===== config.mk =====
export PLATFORM = sky130hd
export DESIGN_NAME = pc_fetch_sequencer
export DESIGN_NICKNAME = d
export VERILOG_FILES = /design/src/rtl/pc_fetch_sequencer.sv
export SDC_FILE = /design/constraint.sdc
export NUM_CORES = 1
export LEC_CHECK = 0
export BUFFER_PORTS_ARGS = -buffer_cell sky130_fd_sc_hd__buf_2
export CAP_MARGIN = 5
export CORE_ASPECT_RATIO = 0.8
export CORE_MARGIN = 2
export CORE_UTILIZATION = 40
export DETAILED_ROUTE_END_ITERATION = 10
export GPL_TIMING_DRIVEN = 0
export SYNTH_ARGS = -nofsm -noshare
export SYNTH_HDL_FRONTEND = slang
export SYNTH_SLANG_ARGS = --single-unit

===== constraint.sdc =====
create_clock -name Clk -period 2.8 [get_ports Clk]
set_clock_uncertainty 0.15 [all_clocks]
set_input_delay 0.28 -clock Clk [delete_from_list [all_inputs] [get_ports Clk]]
set_output_delay 0.28 -clock Clk [all_outputs]
set_load 0.1 [all_outputs]

===== src/rtl/pc_fetch_sequencer.sv =====
// PC fetch sequencer: selects the next PC each cycle and runs the instruction
// fetch handshake. It holds one returned word for decode, squashes responses
// made stale by a redirect, and halts on a misaligned redirect, a fetch
// timeout or a Halt request taken at an instruction boundary.
module pc_fetch_sequencer #(
  parameter logic [31:0] RESET_VECTOR = 32'h0000_0000,
  parameter int          MAX_WAIT     = 15
) (
  input  logic        Clk,
  input  logic        Reset,
  input  logic [31:0] PCResult,
  output logic [31:0] Address,
  output logic        IMemReq,
  input  logic        IMemReady,
  input  logic [31:0] IMemData,
  output logic [31:0] Instr,
  output logic        InstrValid,
  input  logic        DecodeReady,
  input  logic        JumpTaken,
  input  logic [31:0] JumpTarget,
  input  logic        BranchTaken,
  input  logic [31:0] BranchTarget,
  input  logic        Halt,
  output logic        FetchFault,
  output logic [1:0]  State
);

  typedef enum logic [1:0] {
    RESET_HOLD = 2'd0,
    FETCH      = 2'd1,
    WAIT_DEC   = 2'd2,
    HALTED     = 2'd3
  } state_t;

  localparam logic [3:0] WAIT_LIMIT = 4'(MAX_WAIT);

  state_t      state_q, state_d;
  logic [31:0] instr_q, instr_d;
  logic        pend_q, pend_d;
  logic [31:0] pend_tgt_q, pend_tgt_d;
  logic [3:0]  wait_q, wait_d;
  logic        fault_q, fault_d;
  logic        halt_q, halt_d;

  logic        redir_now;
  logic [31:0] redir_tgt;
  logic        redir_bad;
  logic        halt_req;

  // Sequential PC increment; wraps modulo 2^32 without raising a fault.
  function automatic logic [31:0] pc_plus4(input logic [31:0] pc);
    return pc + 32'd4;
  endfunction

  // A jump outranks a branch raised in the same cycle.
  assign redir_now = JumpTaken | BranchTaken;
  assign redir_tgt = JumpTaken ? JumpTarget : BranchTarget;
  assign redir_bad = redir_now && (redir_tgt[1:0] != 2'b00);
  // A Halt seen earlier stays armed until the next instruction boundary.
  assign halt_req  = Halt | halt_q;

  assign State      = state_q;
  assign FetchFault = fault_q;

  // State, buffered word, pending redirect, wait counter, fault and halt flags.
  always_ff @(posedge Clk or posedge Reset) begin
    if (Reset) begin
      state_q    <= RESET_HOLD;
      instr_q    <= 32'h0;
      pend_q     <= 1'b0;
      pend_tgt_q <= 32'h0;
      wait_q     <= 4'h0;
      fault_q    <= 1'b0;
      halt_q     <= 1'b0;
    end else begin
      state_q    <= state_d;
      instr_q    <= instr_d;
      pend_q     <= pend_d;
      pend_tgt_q <= pend_tgt_d;
      wait_q     <= wait_d;
      fault_q    <= fault_d;
      halt_q     <= halt_d;
    end
  end

  // Next-state logic plus the combinational Address/handshake outputs.
  always_comb begin
    state_d    = state_q;
    instr_d    = instr_q;
    pend_d     = pend_q;
    pend_tgt_d = pend_tgt_q;
    wait_d     = wait_q;
    fault_d    = fault_q;
    halt_d     = halt_q | Halt;
    Address    = PCResult;
    IMemReq    = 1'b0;
    InstrValid = 1'b0;
    Instr      = instr_q;

    unique case (state_q)
      RESET_HOLD: begin
        Address = RESET_VECTOR;
        wait_d  = 4'h0;
        pend_d  = 1'b0;
        state_d = FETCH;
      end

      FETCH: begin
        IMemReq = 1'b1;
        if (redir_bad) begin
          fault_d = 1'b1;
          state_d = HALTED;
        end else if (!IMemReady) begin
          // Still waiting: remember any redirect so the late word is dropped.
          wait_d = wait_q + 4'd1;
          if (redir_now) begin
            pend_d     = 1'b1;
            pend_tgt_d = redir_tgt;
          end
          if (wait_d == WAIT_LIMIT) begin
            fault_d = 1'b1;
            state_d = HALTED;
          end
        end else if (redir_now || pend_q) begin
          // Word is stale; a fresh redirect overrides the remembered one.
          Address = redir_now ? redir_tgt : pend_tgt_q;
          pend_d  = 1'b0;
          wait_d  = 4'h0;
          if (halt_req) state_d = HALTED;
        end else if (DecodeReady) begin
          Instr      = IMemData;
          InstrValid = 1'b1;
          Address    = pc_plus4(PCResult);
          wait_d     = 4'h0;
          if (halt_req) state_d = HALTED;
        end else begin
          instr_d = IMemData;
          wait_d  = 4'h0;
          state_d = WAIT_DEC;
        end
      end

      WAIT_DEC: begin
        InstrValid = 1'b1;
        if (redir_bad) begin
          fault_d = 1'b1;
          state_d = HALTED;
        end else if (redir_now) begin
          // Redirect beats a simultaneous accept; the buffered word is dropped.
          Address = redir_tgt;
          state_d = halt_req ? HALTED : FETCH;
        end else if (DecodeReady) begin
          Address = pc_plus4(PCResult);
          state_d = halt_req ? HALTED : FETCH;
        end
      end

      HALTED: begin
        state_d = HALTED;
      end

      default: begin
        state_d = HALTED;
      end
    endcase
  end

endmodule


==> metrics.txt, run 1 <==
antenna diode instance count 0; layout overhead on the synthesized area 53.3%; Mean Syn Cell Area 8.26 um^2; clock tree from TritonCTS built; required time at the endpoint of the critical path 2.37 ns; overall die area 0.0174 mm^2; number of slew-limit violations in the final report 0; synthesized net count 933; crit path setup slack, layout -0.0869 ns; count of cells along the worst register-to-register path 8; total routed wirelength 29100 um; Setup-failing EPs final 16; most common cell in the synthesized netlist sky130_fd_sc_hd__nand2_1; site row count 41; normalized max-slew margin 0.487; synthesized cell area 0.00653 mm^2; iteration-0 DRC count of the detailed router 987; Core Util, Final 0.631; port bufs 197; count of buffer and inverter cells on the critical path 3; Net Sw Power 6.81 mW; final worst path period share 1.03; wire length of the first global-routing pass 42700 um; areal power density over the cells 1200 mW/mm^2; status finished with violations; number of warnings issued by yosys 0; pin count of the biggest net entering global routing 62; slowest stage delay, CP 0.66 ns; nature of the critical path startpoint primary input; share of power burned in registers 0.148; Hold Path Class primary input to register; Tightest Pin Transition 0.767 ns; ranking of synthesized cells by instance count 92 x sky130_fd_sc_hd__nand2_1, 91 x sky130_fd_sc_hd__o21ai_0, 82 x sky130_fd_sc_hd__mux2_2, 73 x sky130_fd_sc_hd__dfrtp_1, 49 x sky130_fd_sc_hd__a21oi_1; cell types occupying the most area after synthesis sky130_fd_sc_hd__dfrtp_1 28%, sky130_fd_sc_hd__mux2_2 14%, sky130_fd_sc_hd__o21ai_0 7.0%, sky130_fd_sc_hd__nand2_1 5.3%, sky130_fd_sc_hd__mux2i_1 4.8%; async set-or-reset flop fraction in the synthesized netlist 1.00; number of routed nets with antenna violations 0; Max H-tree Level 3; switching fraction of total power 0.566; number of hold violations in the final report 0; Cell Int Power 5.23 mW; number of vias in the routed layout 7841; clock-pin transition on the worst setup and hold timing paths 0.07 ns; drt first pass iters 6; number of flops mapped to enable cells by yosys 0; net count reported at finish 1180; violations in the final reports negative setup slack; Top FF cell, synth sky130_fd_sc_hd__dfrtp_1; beginning of the worst hold path IMemData[22]; number of filler cells placed in the layout 1390; setup slack on the worst flop-to-flop path 0.16 ns; root buffer cell sky130_fd_sc_hd__clkbuf_16; Hold Path Cell Cnt 2; clock net sink count 73; maximum operating frequency 0.346 GHz; buffer levels on the longest clock path 2; gate count of the mapped netlist 791; via/cell ratio 6.23; share of cells above drive strength 1 0.475; floorplan die width 147 um; placed wire-length estimate 20200 um; endpoint of the worst register-to-register path pend_tgt_q[29]$_DFFE_PP0P_; total cell area at the placement stage 0.00815 mm^2; worst r2r src State[0]$_DFFE_PP0P_; final routed DRC violation total 0; highest net fanout along the worst path 5; latest clock arrival within the worst-skew pair 0.36 ns; number of CTS-inserted buffers 9; total routing resource utilization after global routing 0.322; flip-flop and latch count after synthesis 73; reported leakage power 4.33 nW; RSZ-0062 raised after global routing true; sequential cell area fraction in the yosys report 0.280; initial standard-cell utilization of the core 0.412; Worst Hold Endpoint instr_q[22]$_DFFE_PP0P_; Critical Path End Type primary output; power share of the combinational group 0.733; count of max-cap constraint violations 0; Clock power frac 0.120; post-route cell area 0.0100 mm^2; overflow left after global routing 0; Worst Hold Margin 0.0107 ns; critical path data arrival time 2.46 ns; list of cells traversed by the critical path buf_8 -> buf_4 -> nand4_1 -> nor4_1 -> xor2_1 -> or2_2 -> a221o_4 -> buf_12; detail-routed net length per standard cell 23.1 um; cell type with the highest aggregate area in the netlist sky130_fd_sc_hd__dfrtp_1; initial antenna violation count 0; maximum vdd ir drop 964 uV; area share of the largest cell type after synthesis 0.280; CP delay by family, top simple AND/OR/NAND/NOR gates; Vert. Die Dim 118 um; core region area 0.0159 mm^2; master of the slowest instance on the critical path sky130_fd_sc_hd__nor4_1; library cells used by synthesis 76; clock period minus worst slack 2.89 ns; number of global-route vias before repair 7331; category of the most critical setup path primary input to primary output; routability cong. 0.963; I/O pin count 204
power by group through the flow:
stage,Combinational [mW],Sequential [mW],Clock (mW)
after floorplan,5.88,1.80,0
after global placement,7.13,1.76,0
after detailed placement,7.16,1.77,0
after CTS,8.34,1.76,1.43
after global routing,9.08,1.83,1.49
final,8.82,1.78,1.44
how the worst max path moves through the flow:
stage                          from              endpoint  slack (ns)  depth (start not counted)
2_1_floorplan  State[0]$_DFFE_PP0P_           Address[20]       -0.86                          6
3_3_place_gp                  Reset  State[0]$_DFFE_PP0P_       -1.02                          2
3_5_place_dp              JumpTaken            Address[0]       -0.81                         10
4_1_cts          pend_q$_DFFE_PP0P_           Address[15]       -0.04                          5
5_1_grt        State[0]$_DFFE_PP0P_           Address[20]       -0.13                          9
6_report                PCResult[7]           Address[15]       -0.09                          8
kinds of logic after synthesis:
kind of cell | count (synthesis) | synth area share
and+or+nand+nor | 245 | 0.186
adders and majority gates | 7 | 0.0134
DFF | 73 | 0.280
muxes | 113 | 0.189
xor gates and xnor gates | 21 | 0.0282
AOI/OAI and AO/OA | 257 | 0.255
buffers and inverters | 75 | 0.0483
routing by layer:
layer	wire (um)	track usage	part of all wire
met5	0	0	0
met4	823	0.107	0.028
met3	3470	0.0892	0.12
met2	12400	0.464	0.42
met1	12400	0.461	0.43
repair_timing:
action / CTS / global route
gates resized for setup: 239 / 129
cloned: 6 / 0
endpoints found under the setup margin: 95 / 100
pin swaps: 14 / 22
hold buffers: 1 / 0
endpoints found under the hold margin: 12 / 0
buffers inserted: 22 / 12
layout by cell type, fill, tap and decap left out, drive strengths merged, types with 3 or more instances in the layout:
| cell | n |
|---|---|
| o211ai | 14 |
| nand4 | 12 |
| nor2b | 4 |
| nor4 | 7 |
| a22oi | 5 |
| o31ai | 7 |
| and3 | 3 |
| bufinv | 3 |
| o21a | 9 |
| mux2 | 82 |
| nand2b | 20 |
| a221o | 11 |
| xnor2 | 8 |
| nor3 | 11 |
| a21o | 5 |
| clkbuf | 50 |
| ha | 7 |
| a21oi | 49 |
| a211o | 4 |
| a311oi | 3 |
| or3 | 12 |
| o311ai | 5 |
| o21ai | 98 |
| nand2 | 93 |
| a21boi | 3 |
| a211oi | 7 |
| dfrtp | 73 |
| mux2i | 31 |
| nand3 | 22 |
| and4 | 4 |
| nor2 | 46 |
| inv | 17 |
| o2bb2ai | 3 |
| or2 | 4 |
| buf | 251 |
| xor2 | 13 |
| o221ai | 10 |
state kept, by name, summed over array words and instances (netlist names):
signal      count
FetchFault      1
State           2
halt_q          1
instr_q        32
pend_q          1
pend_tgt_q     32
wait_q          4
stage by stage:
step / setup TNS [ns] / setup WS, ns / power, mW / instances
finish: -0.471 / -0.0869 / 12.0 / 1258
global route: -1.52 / -0.127 / 12.4 / 1258
CTS: -0.0787 / -0.0408 / 11.5 / 1247
detailed placement: -37.17 / -0.812 / 8.92 / 1204
global placement: -92.47 / -1.02 / 8.88 / 1203
floorplan: -8.25 / -0.856 / 7.68 / 791
area by class of cell:
type	count	area [um^2]	area share
buffer	55	458	0.0457
clock inverter	7	124	0.0124
sequential	73	1830	0.183
inverter	17	73.8	0.00738
tap	215	269	0.0269
timing repair buffer	238	1990	0.199
clock buffer	9	225	0.0225
multi-input combinational	644	5030	0.503
No activity file was read; power rests on OpenSTA's default activity.
==> run 2, diff against run 1 <==
Settings changed: SETUP_SLACK_MARGIN set to 0.15.
Clock period 2.8 ns to 2.95 ns, I/O delays scaled along.
==> run 2 against run 1 <==
Effect of this change: the flow now finishes without violations; clock power is 10% lower; via count is 0.98% higher; highest routed layer unchanged; final cell count is 1.4% higher; global-route usage is 0.25 points higher; worst setup slack better by 0.14 ns; largest power group unchanged; total power is 2.1% lower; design area is 3.9% higher; die area stayed put; sequential share of layout area is 0.69 points lower.
==> metrics.txt, run 2 (synthesized netlist as in run 1, its figures left out) <==
Net Sw Power 6.51 mW (-4.4%); number of vias in the routed layout 7918 (+0.98%); category of the most critical setup path register to primary output; Max H-tree Level 3 (unchanged); wire length of the first global-routing pass 43100 um (+0.86%); maximum vdd ir drop 1080 uV (+12%); Levels on crit path 8 (unchanged); maximum operating frequency 0.345 GHz; number of routed nets with antenna violations 0 (unchanged); count of max-cap constraint violations 0 (unchanged); initial standard-cell utilization of the core 0.412 (unchanged); Setup-failing EPs final 0 (-16); power share of the combinational group 0.748 (+0.015); clock net sink count 73 (unchanged); post-route cell area 0.0104 mm^2 (+3.9%); Critical Path End Type primary output; Hold Path Class primary input to register; floorplan die width 147 um (unchanged); iteration-0 DRC count of the detailed router 1003 (+1.6%); final routed DRC violation total 0 (unchanged); overall die area 0.0174 mm^2 (unchanged); CP delay by family, top buffers and inverters; most common cell after layout, fill and taps aside sky130_fd_sc_hd__buf_2; areal power density over the cells 1130 mW/mm^2 (-5.8%); site row count 41 (unchanged); status finished, final reports clean; latest clock arrival within the worst-skew pair 0.35 ns (about the same); port bufs 197 (unchanged); Clock power frac 0.109 (-0.011); RSZ-0062 raised after global routing true; most repeated library cell on the critical path sky130_fd_sc_hd__buf_8; Vert. Die Dim 118 um (unchanged); core region area 0.0159 mm^2 (unchanged); via/cell ratio 6.21 (-0.36%); total routing resource utilization after global routing 0.324 (+0.00249); Core Util, Final 0.656 (+0.0249); most frequent cells in the layout 128 x sky130_fd_sc_hd__buf_2, 86 x sky130_fd_sc_hd__nand2_1, 80 x sky130_fd_sc_hd__o21ai_0; total routed wirelength 29200 um (+0.26%); total cell area at the placement stage 0.00823 mm^2 (+1.0%); buffer levels on the longest clock path 2 (unchanged); pin count of the biggest net entering global routing 54 (-13%); nature of the critical path startpoint register; root buffer cell sky130_fd_sc_hd__clkbuf_16; drt first pass iters 6 (unchanged); Cell Int Power 5.28 mW (+0.91%); registers with the most flip-flops instr_q x32, pend_tgt_q x32, wait_q x4; detail-routed net length per standard cell 22.9 um (-1.1%); critical path data arrival time 2.46 ns (about the same); clock period minus worst slack 2.90 ns; normalized max-slew margin 0.247 (-0.240); number of hold violations in the final report 0 (unchanged); share of power burned in registers 0.143 (-0.005); antenna diode instance count 0 (unchanged); list of cells traversed by the critical path or3_4 -> buf_8 -> nor2_4 -> buf_6 -> nand3_4 -> clkbuf_8 -> mux2_4 -> buf_8; clock-pin transition on the worst setup and hold timing paths 0.07 ns (about the same); initial antenna violation count 0 (unchanged); net count reported at finish 1197 (+1.4%); layout overhead on the synthesized area 59.3%; number of CTS-inserted buffers 9 (unchanged); number of slew-limit violations in the final report 0 (unchanged); Tightest Pin Transition 1.13 ns (+0.359 ns); count of cells along the worst register-to-register path 9 (+1); highest net fanout along the worst path 5 (unchanged); routability cong. 0.971 (+0.80%); slowest stage delay, CP 0.46 ns (-0.20 ns); number of global-route vias before repair 7317 (-0.19%); reported leakage power 4.57 nW (+5.6%); number of filler cells placed in the layout 1324 (-4.7%); placed wire-length estimate 20200 um (about the same); share of cells above drive strength 1 0.480 (+0.00560); final worst path period share 0.983; clock tree from TritonCTS built; overflow left after global routing 0 (unchanged); I/O pin count 204 (unchanged); required time at the endpoint of the critical path 2.51 ns (+0.14 ns); count of buffer and inverter cells on the critical path 4 (+1); master of the slowest instance on the critical path sky130_fd_sc_hd__dfrtp_2; switching fraction of total power 0.552 (-0.0134); Hold Path Cell Cnt 2 (unchanged)
## run 2: path summary, 6_finish.rpt
path / from / end / slack [ns]
worst max-delay path: pend_q$_DFFE_PP0P_ / Instr[13] / 0.05
worst min-delay path: IMemData[31] / instr_q[31]$_DFFE_PP0P_ / 0.04
worst max register to register: State[0]$_DFFE_PP0P_ / pend_tgt_q[15]$_DFFE_PP0P_ / 0.20
worst min register to register: pend_tgt_q[6]$_DFFE_PP0P_ / pend_tgt_q[6]$_DFFE_PP0P_ / 0.32
max in group asynchronous: Reset / State[1]$_DFFE_PP0P_ / 1.72
min in group asynchronous: Reset / pend_tgt_q[2]$_DFFE_PP0P_ / 0.32
## run 2: layout make-up
| cell class | instances | area [um^2] | share of cell area |
|---|---|---|---|
| Multi-Input combinational cell | 644 | 5120 | 0.492 |
| Timing Repair Buffer | 252 | 2230 | 0.214 |
| Sequential cell | 73 | 1830 | 0.176 |
| Buffer | 58 | 541 | 0.0520 |
| Tap cell | 215 | 269 | 0.0259 |
| Clock buffer | 11 | 253 | 0.0243 |
| Clock inverter | 5 | 85.1 | 0.00818 |
| Inverter | 17 | 75.1 | 0.00722 |
## run 2: worst register-to-register path, delay by kind of cell (launching register included)
kind,cells,cell delay (ns)
simple gates,3,0.40
flops,1,0.47
buf+inv,4,1.36
compound gates,1,0.11
fa+ha+maj,1,0.19
## run 2: metal layers
metal,share of wire,GRT usage,wire (um),vias to the layer above
met5,0,0,0,-
met4,0.030,0.0910,878,0
met3,0.13,0.0915,3860,94
met2,0.42,0.471,12200,587
met1,0.42,0.467,12200,3749
li1,-,-,-,3488
## run 2: stage by stage
stage / std cells / total power [mW] / setup TNS [ns] / setup WS, ns / hold slack [ns]
after floorplan: 791 / 7.37 / -5.11 / -0.721 / 0.295
after global placement: 1203 / 8.50 / -71.95 / -0.844 / 0.313
after detailed placement: 1204 / 8.54 / -30.92 / -0.677 / 0.146
after CTS: 1256 / 11.2 / 0 / 0.0720 / 0.0318
after global routing: 1275 / 12.1 / 0 / 0.00799 / 0.0299
final: 1275 / 11.8 / 0 / 0.0498 / 0.0367
## run 2: power groups by stage
stage	sequential [mW]	combinational (mW)	clock, mW
finish	1.69	8.81	1.29
global route	1.73	9.06	1.34
CTS	1.67	8.27	1.31
detailed placement	1.69	6.86	0
global placement	1.68	6.82	0
floorplan	1.71	5.66	0
## run 2: repair_timing
action / 4_1_cts / 5_1_grt
gates cloned: 6 / 1
buffers inserted: 29 / 18
pin swaps: 13 / 44
hold endpoints to repair: 20 / 0
hold buffers: 1 / 0
setup endpoints to repair: 96 / 88
gates resized for setup: 263 / 144
